File: src/rtl/instruction_fetch_unit.sv
// -----------------------------------------------------------------------------
// instruction_fetch_unit
//
// Owns the program counter. On a fetch_enable request from the control unit
// it issues one instruction-memory read, waits (bounded by MAX_WAIT) for the
// memory to answer, and reports the outcome through a one-cycle fetch_done
// pulse accompanied by either instruction_valid (data captured) or
// fetch_error (memory timed out). The PC can be redirected at any time with
// pc_load; a redirect always takes priority over the sequential +4 update.
//
// Parameters
//   RESET_PC           PC after reset, word aligned
//   MAX_WAIT           request cycles without imem_ready before abort (1..255)
//
// Ports
//   clk                clock, rising-edge active
//   reset              asynchronous, active-high reset
//   fetch_enable       fetch request from the control unit
//   fetch_done         one-cycle pulse: fetch finished (ok or error)
//   instruction_valid  one-cycle pulse with fetch_done on success
//   instruction        last successfully fetched instruction word
//   instr_pc           address that instruction came from
//   fetch_pc           address of the next fetch
//   fetch_error        one-cycle pulse with fetch_done on timeout
//   pc_load            redirect request
//   pc_load_value      redirect target (bits [1:0] forced to zero)
//   imem_req           instruction-memory read request
//   imem_addr          read address, stable while imem_req is high
//   imem_ready         memory presents imem_rdata this cycle
//   imem_rdata         read data
// -----------------------------------------------------------------------------
module instruction_fetch_unit #(
    parameter logic [31:0] RESET_PC = 32'h0000_0000,
    parameter int unsigned MAX_WAIT = 15
) (
    input  logic        clk,
    input  logic        reset,

    input  logic        fetch_enable,
    output logic        fetch_done,
    output logic        instruction_valid,
    output logic [31:0] instruction,
    output logic [31:0] instr_pc,
    output logic [31:0] fetch_pc,
    output logic        fetch_error,

    input  logic        pc_load,
    input  logic [31:0] pc_load_value,

    output logic        imem_req,
    output logic [31:0] imem_addr,
    input  logic        imem_ready,
    input  logic [31:0] imem_rdata
);

    typedef enum logic [1:0] {
        StIdle,
        StReq,
        StDone,
        StRetire
    } state_e;

    // Counter value seen during the last permitted request cycle.
    localparam logic [7:0] WaitLast = 8'(MAX_WAIT - 1);

    state_e      state_q, state_d;
    logic [31:0] fetch_pc_q, fetch_pc_d;
    logic [31:0] instr_pc_q, instr_pc_d;
    logic [31:0] instruction_q, instruction_d;
    logic [31:0] imem_addr_q, imem_addr_d;
    logic [7:0]  wait_cnt_q, wait_cnt_d;
    logic        redirect_q, redirect_d;
    logic        imem_req_q, imem_req_d;
    logic        fetch_done_q, fetch_done_d;
    logic        instr_valid_q, instr_valid_d;
    logic        fetch_error_q, fetch_error_d;

    logic [31:0] load_target;

    // Low two bits of the redirect target are ignored.
    assign load_target = pc_load_value & 32'hFFFF_FFFC;

    // -------------------------------------------------------------------------
    // Next-state and next-output logic
    // -------------------------------------------------------------------------
    always_comb begin
        state_d       = state_q;
        fetch_pc_d    = fetch_pc_q;
        instr_pc_d    = instr_pc_q;
        instruction_d = instruction_q;
        imem_addr_d   = imem_addr_q;
        wait_cnt_d    = wait_cnt_q;
        redirect_d    = redirect_q | pc_load;
        fetch_done_d  = 1'b0;
        instr_valid_d = 1'b0;
        fetch_error_d = 1'b0;

        unique case (state_q)
            StIdle: begin
                if (fetch_enable) begin
                    state_d     = StReq;
                    imem_addr_d = fetch_pc_q;
                    wait_cnt_d  = 8'd0;
                    // A redirect seen before this point is already folded into
                    // imem_addr; only one arriving from now on must block the
                    // +4 update of this fetch.
                    redirect_d  = pc_load;
                end
            end

            StReq: begin
                if (imem_ready) begin
                    state_d       = StDone;
                    instruction_d = imem_rdata;
                    instr_pc_d    = imem_addr_q;
                    fetch_done_d  = 1'b1;
                    instr_valid_d = 1'b1;
                    if (!redirect_q && !pc_load) begin
                        fetch_pc_d = imem_addr_q + 32'd4;
                    end
                end else if (wait_cnt_q == WaitLast) begin
                    state_d       = StDone;
                    fetch_done_d  = 1'b1;
                    fetch_error_d = 1'b1;
                end else begin
                    wait_cnt_d = wait_cnt_q + 8'd1;
                end
            end

            StDone: begin
                state_d = StRetire;
            end

            StRetire: begin
                // Enable must drop before another fetch can start.
                if (!fetch_enable) begin
                    state_d    = StIdle;
                    redirect_d = 1'b0;
                end
            end

            default: begin
                state_d = StIdle;
            end
        endcase

        // Redirect overrides any sequential update made above.
        if (pc_load) begin
            fetch_pc_d = load_target;
        end

        imem_req_d = (state_d == StReq);
    end

    // -------------------------------------------------------------------------
    // State registers
    // -------------------------------------------------------------------------
    always_ff @(posedge clk or posedge reset) begin
        if (reset) begin
            state_q       <= StIdle;
            fetch_pc_q    <= RESET_PC;
            instr_pc_q    <= 32'd0;
            instruction_q <= 32'd0;
            imem_addr_q   <= 32'd0;
            wait_cnt_q    <= 8'd0;
            redirect_q    <= 1'b0;
            imem_req_q    <= 1'b0;
            fetch_done_q  <= 1'b0;
            instr_valid_q <= 1'b0;
            fetch_error_q <= 1'b0;
        end else begin
            state_q       <= state_d;
            fetch_pc_q    <= fetch_pc_d;
            instr_pc_q    <= instr_pc_d;
            instruction_q <= instruction_d;
            imem_addr_q   <= imem_addr_d;
            wait_cnt_q    <= wait_cnt_d;
            redirect_q    <= redirect_d;
            imem_req_q    <= imem_req_d;
            fetch_done_q  <= fetch_done_d;
            instr_valid_q <= instr_valid_d;
            fetch_error_q <= fetch_error_d;
        end
    end

    assign fetch_done        = fetch_done_q;
    assign instruction_valid = instr_valid_q;
    assign instruction       = instruction_q;
    assign instr_pc          = instr_pc_q;
    assign fetch_pc          = fetch_pc_q;
    assign fetch_error       = fetch_error_q;
    assign imem_req          = imem_req_q;
    assign imem_addr         = imem_addr_q;

endmodule

File: config.mk
export PLATFORM = sky130hd
export DESIGN_NAME = instruction_fetch_unit
export DESIGN_NICKNAME = d
export VERILOG_FILES = /design/src/rtl/instruction_fetch_unit.sv
export SDC_FILE = /design/constraint.sdc
export NUM_CORES = 1
export LEC_CHECK = 0
export CAP_MARGIN = 20
export CELL_PAD_IN_SITES_DETAIL_PLACEMENT = 1
export CELL_PAD_IN_SITES_GLOBAL_PLACEMENT = 1
export CORE_MARGIN = 2
export CORE_UTILIZATION = 39
export DETAILED_ROUTE_END_ITERATION = 6
export GPL_ROUTABILITY_DRIVEN = 0
export PLACE_DENSITY = 0.84
export SLEW_MARGIN = 0
export SYNTH_ARGS = -nofsm -noshare
export SYNTH_HDL_FRONTEND = slang
export SYNTH_SLANG_ARGS = --single-unit
File: constraint.sdc
create_clock -name clk -period 12.1 [get_ports clk]
set_input_delay 1.815 -clock clk [delete_from_list [all_inputs] [get_ports clk]]
set_output_delay 1.815 -clock clk [all_outputs]
set_load 0.05 [all_outputs]
# After elaboration in Yosys (flattened, before gate mapping)

Cells that the tools add are included.

Register bits after elaboration: 143
Word-level logic and storage cells: 57
Input bits: 69

Equality and inequality tests: 8
Mux-type cells: 23
$add $sub $neg: 2
Bitwise logic cells: 1
Reduce and logical (&&, ||, !) cells: 12

Operators with widths:

| cell                    | number |
|---|---|
| $mux W32                | 4 |
| $add A32 B3 Y32 const B | 1 |
| $mux W8                 | 3 |
| $pmux W8 S2             | 1 |
| $mux W1                 | 9 |
| $add A8 B1 Y8 const B   | 1 |
| $eq A8 B4 Y1 const B    | 1 |
| $mux W2                 | 4 |
| $pmux W2 S4             | 1 |
| $reduce_bool A2 Y1      | 4 |
| $ne A2 B2 Y1 const B    | 3 |
| $eq A2 B1 Y1 const B    | 2 |
| $eq A2 B2 Y1 const B    | 2 |
| $reduce_and A2 Y1       | 2 |
| $reduce_and A4 Y1       | 1 |
| $reduce_and A3 Y1       | 1 |
| $logic_not A1 Y1        | 2 |
| $logic_not A2 Y1        | 1 |
| $pmux W1 S2             | 1 |
| $logic_and A1 B1 Y1     | 1 |
| $or A1 B1 Y1            | 1 |

# Logic depth before layout (Yosys ltp)

Gate-level depths: netlist (run 1).

Depth in word-level cells: 6
Mapped depth: 9
Depth with buffers taken out: 8

# Worst setup path before layout (run 1)

No wires, ideal clock.

Path kind: input to register
Start point: in pc_load
End point: reg fetch_pc_q[17], in the netlist fetch_pc[17]
Path slack: 9.100 ns
Arrival: 2.858 ns
Data required time: 11.958 ns
Cell stages on the path: 5
Path through: clkbuf_1 -> or3_1 -> clkbuf_1 -> clkbuf_1 -> o221ai_1

Cells in the longest elaborated chain, start to end: 4
Elaborated cells between the ends (all ways): 7

Ends and longest elaborated chain:

| element                             | RTL line | text |
|---|---|---|
| start: declaration                  | 47       | `input logic pc_load,` |
| $logic_not A1 Y1                    | 118      | `if (!redirect_q && !pc_load) begin` |
| $logic_and A1 B1 Y1                 | 118      |  |
| $reduce_bool A2 Y1 (no source line) | n/a      |  |
| $reduce_and A3 Y1 (no source line)  | n/a      |  |
| end signal: assignment              | 173      | `fetch_pc_q <= fetch_pc_d;` |
| end: declaration                    | 67       | `logic [31:0] fetch_pc_q, fetch_pc_d;` |

Parallel ways exist; a longest one is shown, timed or not.
A chain may end at the register's enable or synchronous reset.

# Worst setup path after layout (run 1)

Start point: in imem_ready
End point: reg fetch_pc_q[27], in the netlist fetch_pc[27]

Cells in the longest elaborated chain, start to end: 2

Ends and longest elaborated chain:

| element                             | RTL line | text |
|---|---|---|
| start: declaration                  | 52       | `input logic imem_ready,` |
| $reduce_bool A2 Y1 (no source line) | n/a      |  |
| $reduce_and A3 Y1 (no source line)  | n/a      |  |

Every way passes these cells.

==> impl_metrics.py, run 1 <==
metrics = {
    "cts": {
        "cts_setup_buffers": 0,
        "root_buffer": "clkbuf_16",
        "cts_inserted_buffers": 17,
        "clock_latency_ns": 0.42,
        "hold_buffers": 0,
        "cts_resized": 0,
        "htree_levels": 4,
        "clk_pin_slew_ns": 0.06,
        "cts_num_sinks": 143,
        "clockBufferDepth": 2,
        "cts_tree": "built",
    },
    "final_layout": {
        "layout.nets": 789,
        "drive_above_1_share_pct": 19.2,
        "area_growth_pct": 44.2,
        "nFillCells": 1663,
        "diodes": 0,
        "stdcell_count": 940,
    },
    "setup_path": {
        "cp_top_family": "buffers and inverters",
        "path_max_fanout": 35,
        "slowest_stage": "inv_2",
        "crit_chain": "clkdlybuf4s50_1 > nand2_2 > inv_2 > nand2b_1 > buf_8 > nand2_1 > o221ai_1",
        "setup.worst_path.start_class": "input port",
        "critPathKind": "input port to register",
        "max_stage_delay_ns": 0.82,
        "crit_path_end_kind": "register",
        "worst-path-buf-inv": 3,
        "required_ns": 12.35,
        "critical_path_arrival_ns": 4.75,
    },
    "placement": {
        "dp_hpwl_um": 12700,
        "port_buffers": 198,
        "placed_cells": 908,
    },
    "routing": {
        "ant_nets": 0,
        "wl_um": 19000,
        "wl_per_cell_um": 20.2,
        "drt_iter0_drc": 219,
        "viasPerCell": 5.25,
        "drt-pass1-iter-count": 4,
        "vias": 4935,
        "drc": 0,
    },
    "power": {
        "clkPwrFrac_pct": 19.9,
        "swShare_pct": 45.3,
        "p_per_area_nw_per_um2": 304,
        "internal_power_uw": 1520,
        "ir_worst_vdd_uv": 155,
        "seq_power_share_pct": 30.2,
        "p_switching_uw": 1260,
        "leakage_uw": 0.00382,
        "p_comb_share_pct": 49.8,
    },
    "synth": {
        "synth_fp_nets": 596,
        "ys_warn_count": 0,
        "synthArstFlopShare_pct": 100,
        "synth_top_area_cell": "dfrtp_1",
        "synth_area_per_cell_um2": 12.2,
        "syn-cell-area_um2": 6340,
        "synth.most_common_cell": "dfrtp_1",
        "ys_types": 37,
        "yosysTopAreaCellShare_pct": 56.4,
        "synthTopCellsByArea": "dfrtp_1 (56%), mux2_2 (17%), nand2_1 (3.7%)",
        "syn_inst": 520,
        "yosysSeqAreaShare_pct": 56.4,
        "ys_top_cells_by_count": "dfrtp_1 (143), mux2_2 (96), nand2_1 (62)",
        "synth_flop_cell": "dfrtp_1",
        "synth_edf_count": 0,
        "synth_seq_cells": 143,
    },
    "flow_run": {
        "max_cap_violations": 0,
    },
    "floorplanning": {
        "rows": 46,
        "die_h_um": 132,
        "io_pins": 201,
        "core_area_um2": 15900,
        "start_util_pct": 39.9,
        "die-area_um2": 17300,
        "die_x_um": 132,
    },
    "global_route": {
        "antenna_found_initial": 0,
        "grt_max_degree": 83,
        "grt_pass1_wl_um": 30500,
        "grt_pass1_vias": 5474,
        "grt_overflow_total": 0,
        "grt_usage_pct": 22.3,
    },
    "sta": {
        "maxSlewHeadroom_pct": 33.9,
        "period_share_pct": 37.2,
        "clock_skew_ns": 0.00970,
        "worst_pin_slew_ns": 0.988,
        "setup_violations": 0,
        "fmax_ghz": 0.222,
        "hold_violations": 0,
        "rsz0062_at_grt": "false",
        "final-max-slew-violation-count": 0,
        "timing.final.crit_period_ns": 4.50,
        "fin_setup_tns_ns": 0,
    },
    "min_path": {
        "hp-class": "register to register",
    },
    "run_status": {
        "status": "finished, final reports clean",
    },
}
==> layout by cell type, fill, tap and decap left out, drive strengths merged, types with 2 or more instances in the layout <==
master,n
inv,7
clkbuf,20
o221ai,15
nor4,2
clkinvlp,2
o21ai,22
nand2,62
xnor2,8
and2,3
nor3b,7
nand3,18
mux2,96
or3,4
xor2,23
nand4,11
nor2,16
and4,7
a211oi,3
a21oi,17
and3,5
buf,5
mux2i,7
dfrtp,143
bufinv,4
ha,7
clkinv,4
nand2b,2
clkdlybuf4s50,197
==> state kept, by name (all words and copies together) (netlist names) <==
name / count
redirect_q: 1
wait_cnt_q: 8
state_q: 2
instruction: 32
instr_pc: 32
fetch_pc: 32
fetch_done: 1
fetch_error: 1
instruction_valid: 1
imem_addr: 32
imem_req: 1
==> worst paths after layout <==
check / slack [ns] / from / endpoint / cells past startpoint
setup reg to reg: 8.44 / state_q[1]$_DFF_PP0_ / fetch_pc[27]$_DFFE_PP0P_ / 8
max in group asynchronous: 9.04 / reset / imem_addr[16]$_DFFE_PP0P_ / 4
hold reg to reg: 0.51 / instruction[15]$_DFFE_PP0P_ / instruction[15]$_DFFE_PP0P_ / 1
hold / removal: 0.51 / instruction[15]$_DFFE_PP0P_ / instruction[15]$_DFFE_PP0P_ / 1
min in group asynchronous: 1.84 / reset / instruction[20]$_DFFE_PP0P_ / 2
setup / recovery: 7.60 / imem_ready / fetch_pc[27]$_DFFE_PP0P_ / 7
==> layer usage <==
| layer | global-route usage, % | routed length [um] | vias to the layer above |
|---|---|---|---|
| li1 | - | - | 2224 |
| met2 | 39.6 | 9700 | 161 |
| met4 | 6.64 | 247 | 0 |
| met1 | 26.2 | 7830 | 2527 |
| met3 | 6.44 | 1180 | 23 |
| met5 | 0 | 0 | - |
==> power by group through the flow <==
stage | Sequential (uW) | Combinational, uW | Clock, uW
after floorplan | 1380 | 348 | 0
after global placement | 824 | 1350 | 0
after detailed placement | 845 | 1390 | 0
after CTS | 843 | 1400 | 565
after global routing | 870 | 1450 | 585
final | 842 | 1390 | 555
==> through the flow <==
step | setup slack, ns | area [um2] | hold WS, ns | util (%) | total power, uW
floorplan | 6.45 | 6340 | 0.511 | - | 1730
global placement | 6.96 | 8490 | 0.487 | 53.4 | 2180
detailed placement | 6.70 | 8490 | 0.493 | 53.4 | 2230
CTS | 7.12 | 9110 | 0.507 | 57.3 | 2800
global route | 7.33 | 9150 | 0.511 | 57.6 | 2900
finish | 7.60 | 9150 | 0.505 | 57.6 | 2780
==> layout make-up <==
| type | count | area, um2 | area share (%) |
|---|---|---|---|
| sequential | 143 | 3580 | 39.1 |
| multi-input combinational | 342 | 2620 | 28.6 |
| timing repair buffer | 202 | 2030 | 22.2 |
| clock buffer | 20 | 457 | 4.99 |
| tap | 216 | 270 | 2.96 |
| clock inverter | 10 | 163 | 1.78 |
| inverter | 7 | 31.3 | 0.342 |
==> cell families after synthesis <==
logic type               Yosys count  synth area share (%)
flip-flops                       143                  56.4
AND/OR/NAND/NOR                  139                  11.0
multiplexers                     103                  18.1
AO/OA/AOI/OAI                     62                  6.39
buffers and inverters             35                  2.41
XOR/XNOR                          31                  4.28
adder cells (fa/ha/maj)            7                  1.38
(Power assumes the default switching activity.)
==> run 2, diff against run 1 <==
- CORE_UTILIZATION: 39 -> 33
- PLACE_DENSITY: 0.84 -> 0.76
- clock period: 12.1 -> 3.9 ns (I/O delays scaled with it)
==> run 2 against run 1 <==
First-iteration DRC count shrank 2.3%; worst hold slack better by 0.00072 ns; routed wire length rose by 1.0%; setup slack got worse by 6.6 ns; combinational power grew to 3.1 times the previous value; non-clock buffer count is 3 higher.
==> impl_metrics.py, run 2 (synthesized netlist as in run 1, its figures left out) <==
metrics = {
    "routing": {
        "viasPerCell": 5.10,
        "vias": 4909,
        "ant_nets": 0,
        "wl_um": 19200,
        "drt_iter0_drc": 214,
        "drc": 0,
        "drt-pass1-iter-count": 4,
        "wl_per_cell_um": 19.9,
    },
    "setup_path": {
        "max_stage_delay_ns": 0.46,
        "reg2reg_depth": 9,
        "crit_path_frequent_cell": "buf_4",
        "slowest_stage": "ha_1",
        "required_ns": 4.16,
        "critical_path_arrival_ns": 3.15,
        "critPathKind": "register to register",
        "crit_path_end_kind": "register",
        "crit_chain": "inv_1 > ha_1 > nand2_2 > buf_4 > inv_2 > nand2b_1 > buf_4 > nand2_1 > o221ai_1",
        "setup.worst_path.start_class": "register",
        "path_max_fanout": 19,
    },
    "cts": {
        "hold_buffers": 0,
        "cts_tree": "built",
        "htree_levels": 4,
        "cts_inserted_buffers": 17,
        "cts_resized": 0,
        "clk_pin_slew_ns": 0.06,
        "clockBufferDepth": 2,
        "root_buffer": "clkbuf_16",
        "cts_num_sinks": 143,
        "cts_setup_buffers": 0,
        "clock_latency_ns": 0.43,
    },
    "global_route": {
        "grt_pass1_wl_um": 30400,
        "antenna_found_initial": 0,
        "grt_max_degree": 144,
        "grt_pass1_vias": 5420,
        "grt_usage_pct": 19.5,
        "grt_overflow_total": 0,
    },
    "placement": {
        "place_ws_ns": 0.795,
        "port_buffers": 198,
        "place_area_um2": 8560,
        "dp_hpwl_um": 13100,
    },
    "final_layout": {
        "drive_above_1_share_pct": 19.9,
        "multiInputGateArea_um2": 2620,
        "nFillCells": 1979,
        "layout.nets": 792,
        "diodes": 0,
        "final_common_cell": "clkdlybuf4s50_1",
        "area_growth_pct": 44.8,
        "final_cell_mix": "clkdlybuf4s50_1 (197), dfrtp_1 (143), mux2_2 (96), nand2_1 (60), xor2_1 (23)",
        "final_area_um2": 9180,
        "register_area_um2": 3580,
    },
    "sta": {
        "hold_violations": 0,
        "fmax_ghz": 0.345,
        "rsz0062_at_grt": "false",
        "setup_slack_ns": 1.00,
        "clock_skew_ns": 0.0100,
        "timing.final.crit_period_ns": 2.90,
        "final-max-slew-violation-count": 0,
        "period_share_pct": 74.2,
        "worst_pin_slew_ns": 0.834,
        "fin_setup_tns_ns": 0,
        "maxSlewHeadroom_pct": 44.3,
        "setup_violations": 0,
    },
    "run_status": {
        "status": "finished, final reports clean",
    },
    "min_path": {
        "hp-class": "register to register",
        "hold_depth": 1,
    },
    "power": {
        "p_per_area_nw_per_um2": 939,
        "swShare_pct": 45.6,
        "internal_power_uw": 4690,
        "clkPwrFrac_pct": 20.1,
        "p_switching_uw": 3940,
        "p_comb_share_pct": 49.9,
        "ir_worst_vdd_uv": 404,
        "seq_power_share_pct": 30.0,
        "leakage_uw": 0.00383,
        "power_uw": 8630,
    },
    "floorplanning": {
        "core_area_um2": 18800,
        "die_h_um": 143,
        "io_pins": 201,
        "rows": 50,
        "die-area_um2": 20300,
        "die_x_um": 143,
        "start_util_pct": 33.8,
    },
    "flow_run": {
        "max_cap_violations": 0,
    },
}
run 2: cell count changes in the layout (fill, tap and decap cells not counted), sizes merged:
cell	delta
clkinvlp	+1
bufinv	-1
buf	+3
inv	+3
clkinv	-1
run 2: area by class of cell:
type,instances,share of cell area (%)
Clock buffer,20,5.08
Clock inverter,12,1.69
Inverter,7,0.327
Multi-Input combinational cell,342,28.5
Sequential cell,143,39.0
Tap cell,234,3.19
Timing Repair Buffer,205,22.2
run 2: layer usage:
layer	up-vias	global-route usage [%]	routed length, um
li1	2233	-	-
met1	2480	23.1	8050
met2	170	33.2	9410
met3	26	6.24	1360
met4	0	6.93	323
met5	-	0	0
run 2: final timing paths:
kind / start / to / slack, ns
setup reg to reg: state_q[1]$_DFF_PP0_ / fetch_pc[17]$_DFFE_PP0P_ / 1.00
min in group asynchronous: reset / instruction[18]$_DFFE_PP0P_ / 0.74
hold reg to reg: instr_pc[6]$_DFFE_PP0P_ / instr_pc[6]$_DFFE_PP0P_ / 0.51
max in group asynchronous: reset / instruction[24]$_DFFE_PP0P_ / 2.58
hold / removal: instr_pc[6]$_DFFE_PP0P_ / instr_pc[6]$_DFFE_PP0P_ / 0.51
setup / recovery: state_q[1]$_DFF_PP0_ / fetch_pc[17]$_DFFE_PP0P_ / 1.00
run 2: critical path, delay by kind of cell, from the launching register on:
| family | cells | cell delay, ns |
|---|---|---|
| fa+ha+maj | 1 | 0.46 |
| compound gates | 1 | 0.13 |
| flops | 1 | 0.42 |
| simple gates | 3 | 0.76 |
| buf+inv | 4 | 0.94 |
run 2: power by group through the flow:
stage | registers (uW) | logic (uW) | clock network, uW
floorplan | 4280 | 1080 | 0
global placement | 2550 | 4220 | 0
detailed placement | 2620 | 4320 | 0
CTS | 2600 | 4350 | 1770
global route | 2700 | 4510 | 1840
finish | 2590 | 4310 | 1730
run 2: stage by stage:
step,utilization (%),hold WS (ns),std cells
3_5_place_dp,45.6,0.493,931
6_report,48.9,0.506,963
2_1_floorplan,-,0.511,520
4_1_cts,48.9,0.508,963
3_3_place_gp,45.6,0.487,931
5_1_grt,48.9,0.521,963
==> run 3, diff against run 2 <==
- CORE_UTILIZATION: 33 -> 36
- PLACE_DENSITY: 0.76 -> 0.79
- clock period: 3.9 -> 3 ns (I/O delays scaled with it)
==> run 3 against run 2 <==
Final area is 0.99% lower; setup slack worse by 0.45 ns; global-route usage is 1.3 points higher; sequential cell count stayed put; sequential power is 30% higher; routed wire length is 2.3% lower; sequential share of layout area is 0.39 points higher; clock power is 11% higher; critical path type unchanged; critical endpoint is now fetch_pc[12]$_DFFE_PP0P_; largest power group unchanged; highest routed layer unchanged.
==> impl_metrics.py, run 3 (synthesized netlist as in run 1, its figures left out) <==
metrics = {
    "sta": {
        "maxSlewHeadroom_pct": 47.2,
        "worst_pin_slew_ns": 0.793,
        "timing.final.crit_period_ns": 2.45,
        "setup_violations": 0,
        "clock_skew_ns": 0.00868,
        "hold_violations": 0,
        "rsz0062_at_grt": "false",
        "fmax_ghz": 0.408,
        "period_share_pct": 81.6,
        "fin_setup_tns_ns": 0,
        "final-max-slew-violation-count": 0,
    },
    "cts": {
        "hold_buffers": 0,
        "cts_tree": "built",
        "cts_inserted_buffers": 17,
        "clockBufferDepth": 2,
        "clk_pin_slew_ns": 0.06,
        "cts_num_sinks": 143,
        "htree_levels": 4,
        "cts_resized": 0,
        "root_buffer": "clkbuf_16",
        "clock_latency_ns": 0.42,
        "cts_setup_buffers": 0,
    },
    "routing": {
        "viasPerCell": 5.11,
        "drt_iter0_drc": 132,
        "wl_um": 18700,
        "drt-pass1-iter-count": 4,
        "wl_per_cell_um": 19.7,
        "ant_nets": 0,
        "wl_met1_um": 7300,
        "drc": 0,
        "wl_met3_um": 1180,
        "met2_length_um": 9710,
        "highest_layer": "met4",
        "vias": 4865,
    },
    "setup_path": {
        "setup.worst_path.start_class": "register",
        "path_max_fanout": 19,
        "r2r-start": "state_q[1]$_DFF_PP0_",
        "critPathKind": "register to register",
        "startpoint": "state_q[1]$_DFF_PP0_",
        "critical_path_arrival_ns": 2.74,
        "required_ns": 3.29,
        "crit_path_end_kind": "register",
    },
    "global_route": {
        "grt_pass1_wl_um": 29500,
        "grt_pass1_vias": 5469,
        "antenna_found_initial": 1,
        "grt_overflow_total": 0,
        "grt_max_degree": 112,
        "grt_usage_pct": 20.8,
    },
    "floorplanning": {
        "die-area_um2": 18700,
        "start_util_pct": 36.8,
        "die_h_um": 137,
        "core_area_um2": 17200,
        "io_pins": 201,
        "rows": 48,
        "die_x_um": 137,
    },
    "power": {
        "ir_worst_vdd_uv": 678,
        "leakage_uw": 0.00380,
        "p_per_area_nw_per_um2": 1200,
    },
    "final_layout": {
        "drive_above_1_share_pct": 19.0,
        "final_cell_mix": "clkdlybuf4s50_1 (197), dfrtp_1 (143), mux2_2 (96), nand2_1 (60), xor2_1 (23)",
        "stdcell_count": 952,
        "multiInputGateArea_um2": 2620,
        "layout.nets": 795,
        "register_area_um2": 3580,
        "area_growth_pct": 43.4,
        "nFillCells": 1777,
        "final_common_cell": "clkdlybuf4s50_1",
        "post-route-util_pct": 52.8,
    },
    "flow_run": {
        "max_cap_violations": 0,
    },
    "placement": {
        "placed_cells": 925,
        "port_buffers": 198,
        "dp_hpwl_um": 13000,
    },
    "min_path": {
        "hp-class": "register to register",
        "min-delay-start": "instr_pc[18]$_DFFE_PP0P_",
    },
    "run_status": {
        "status": "finished, final reports clean",
    },
}
-- run 3: power breakdown --
part	leakage, uW	switching [uW]	internal [uW]	total, uW
clock network	0.000254	747	1180	1920
logic	0.00177	3540	2080	5620
registers	0.00177	716	2650	3360
-- run 3: final timing paths --
kind | end | slack, ns | cells after the start
max in group asynchronous | fetch_pc[7]$_DFFE_PP0P_ | 1.96 | 3
max reg2reg | fetch_pc[12]$_DFFE_PP0P_ | 0.55 | 5
min in group asynchronous | instruction[14]$_DFFE_PP0P_ | 0.53 | 3
max | fetch_pc[12]$_DFFE_PP0P_ | 0.55 | 5
min reg2reg | instr_pc[18]$_DFFE_PP0P_ | 0.50 | 1
min | instr_pc[18]$_DFFE_PP0P_ | 0.50 | 1
-- run 3: per-layer routing --
| layer | global-route usage, % | vias up |
|---|---|---|
| li1 | - | 2231 |
| met1 | 23.3 | 2473 |
| met2 | 36.4 | 127 |
| met3 | 6.93 | 34 |
| met4 | 8.16 | 0 |
| met5 | 0 | - |
-- run 3: through the flow --
stage	area, um2	power [uW]	worst slack (ns)	hold slack [ns]
after floorplan	6350	6970	0.759	0.511
after global placement	8570	8830	0.718	0.488
after detailed placement	8570	9020	0.629	0.495
after CTS	9090	11000	0.551	0.507
after global routing	9090	11400	0.384	0.517
final	9090	10900	0.552	0.502
-- run 3: final cells by class --
class                           count  share of cell area [%]
Sequential cell                   143                    39.4
Multi-Input combinational cell    342                    28.8
Timing Repair Buffer              208                    22.7
Clock buffer                       24                    5.30
Tap cell                          225                    3.10
Clock inverter                      2                   0.385
Inverter                            7                   0.330
Antenna cell                        1                  0.0275
-- run 3: critical path, stage by stage, from the launching register on --
cell and delay (ns):
dfrtp_1 0.40, inv_1 0.15, ha_1 0.46, nand2_2 0.20, or3_1 0.69, o21ai_0 0.42
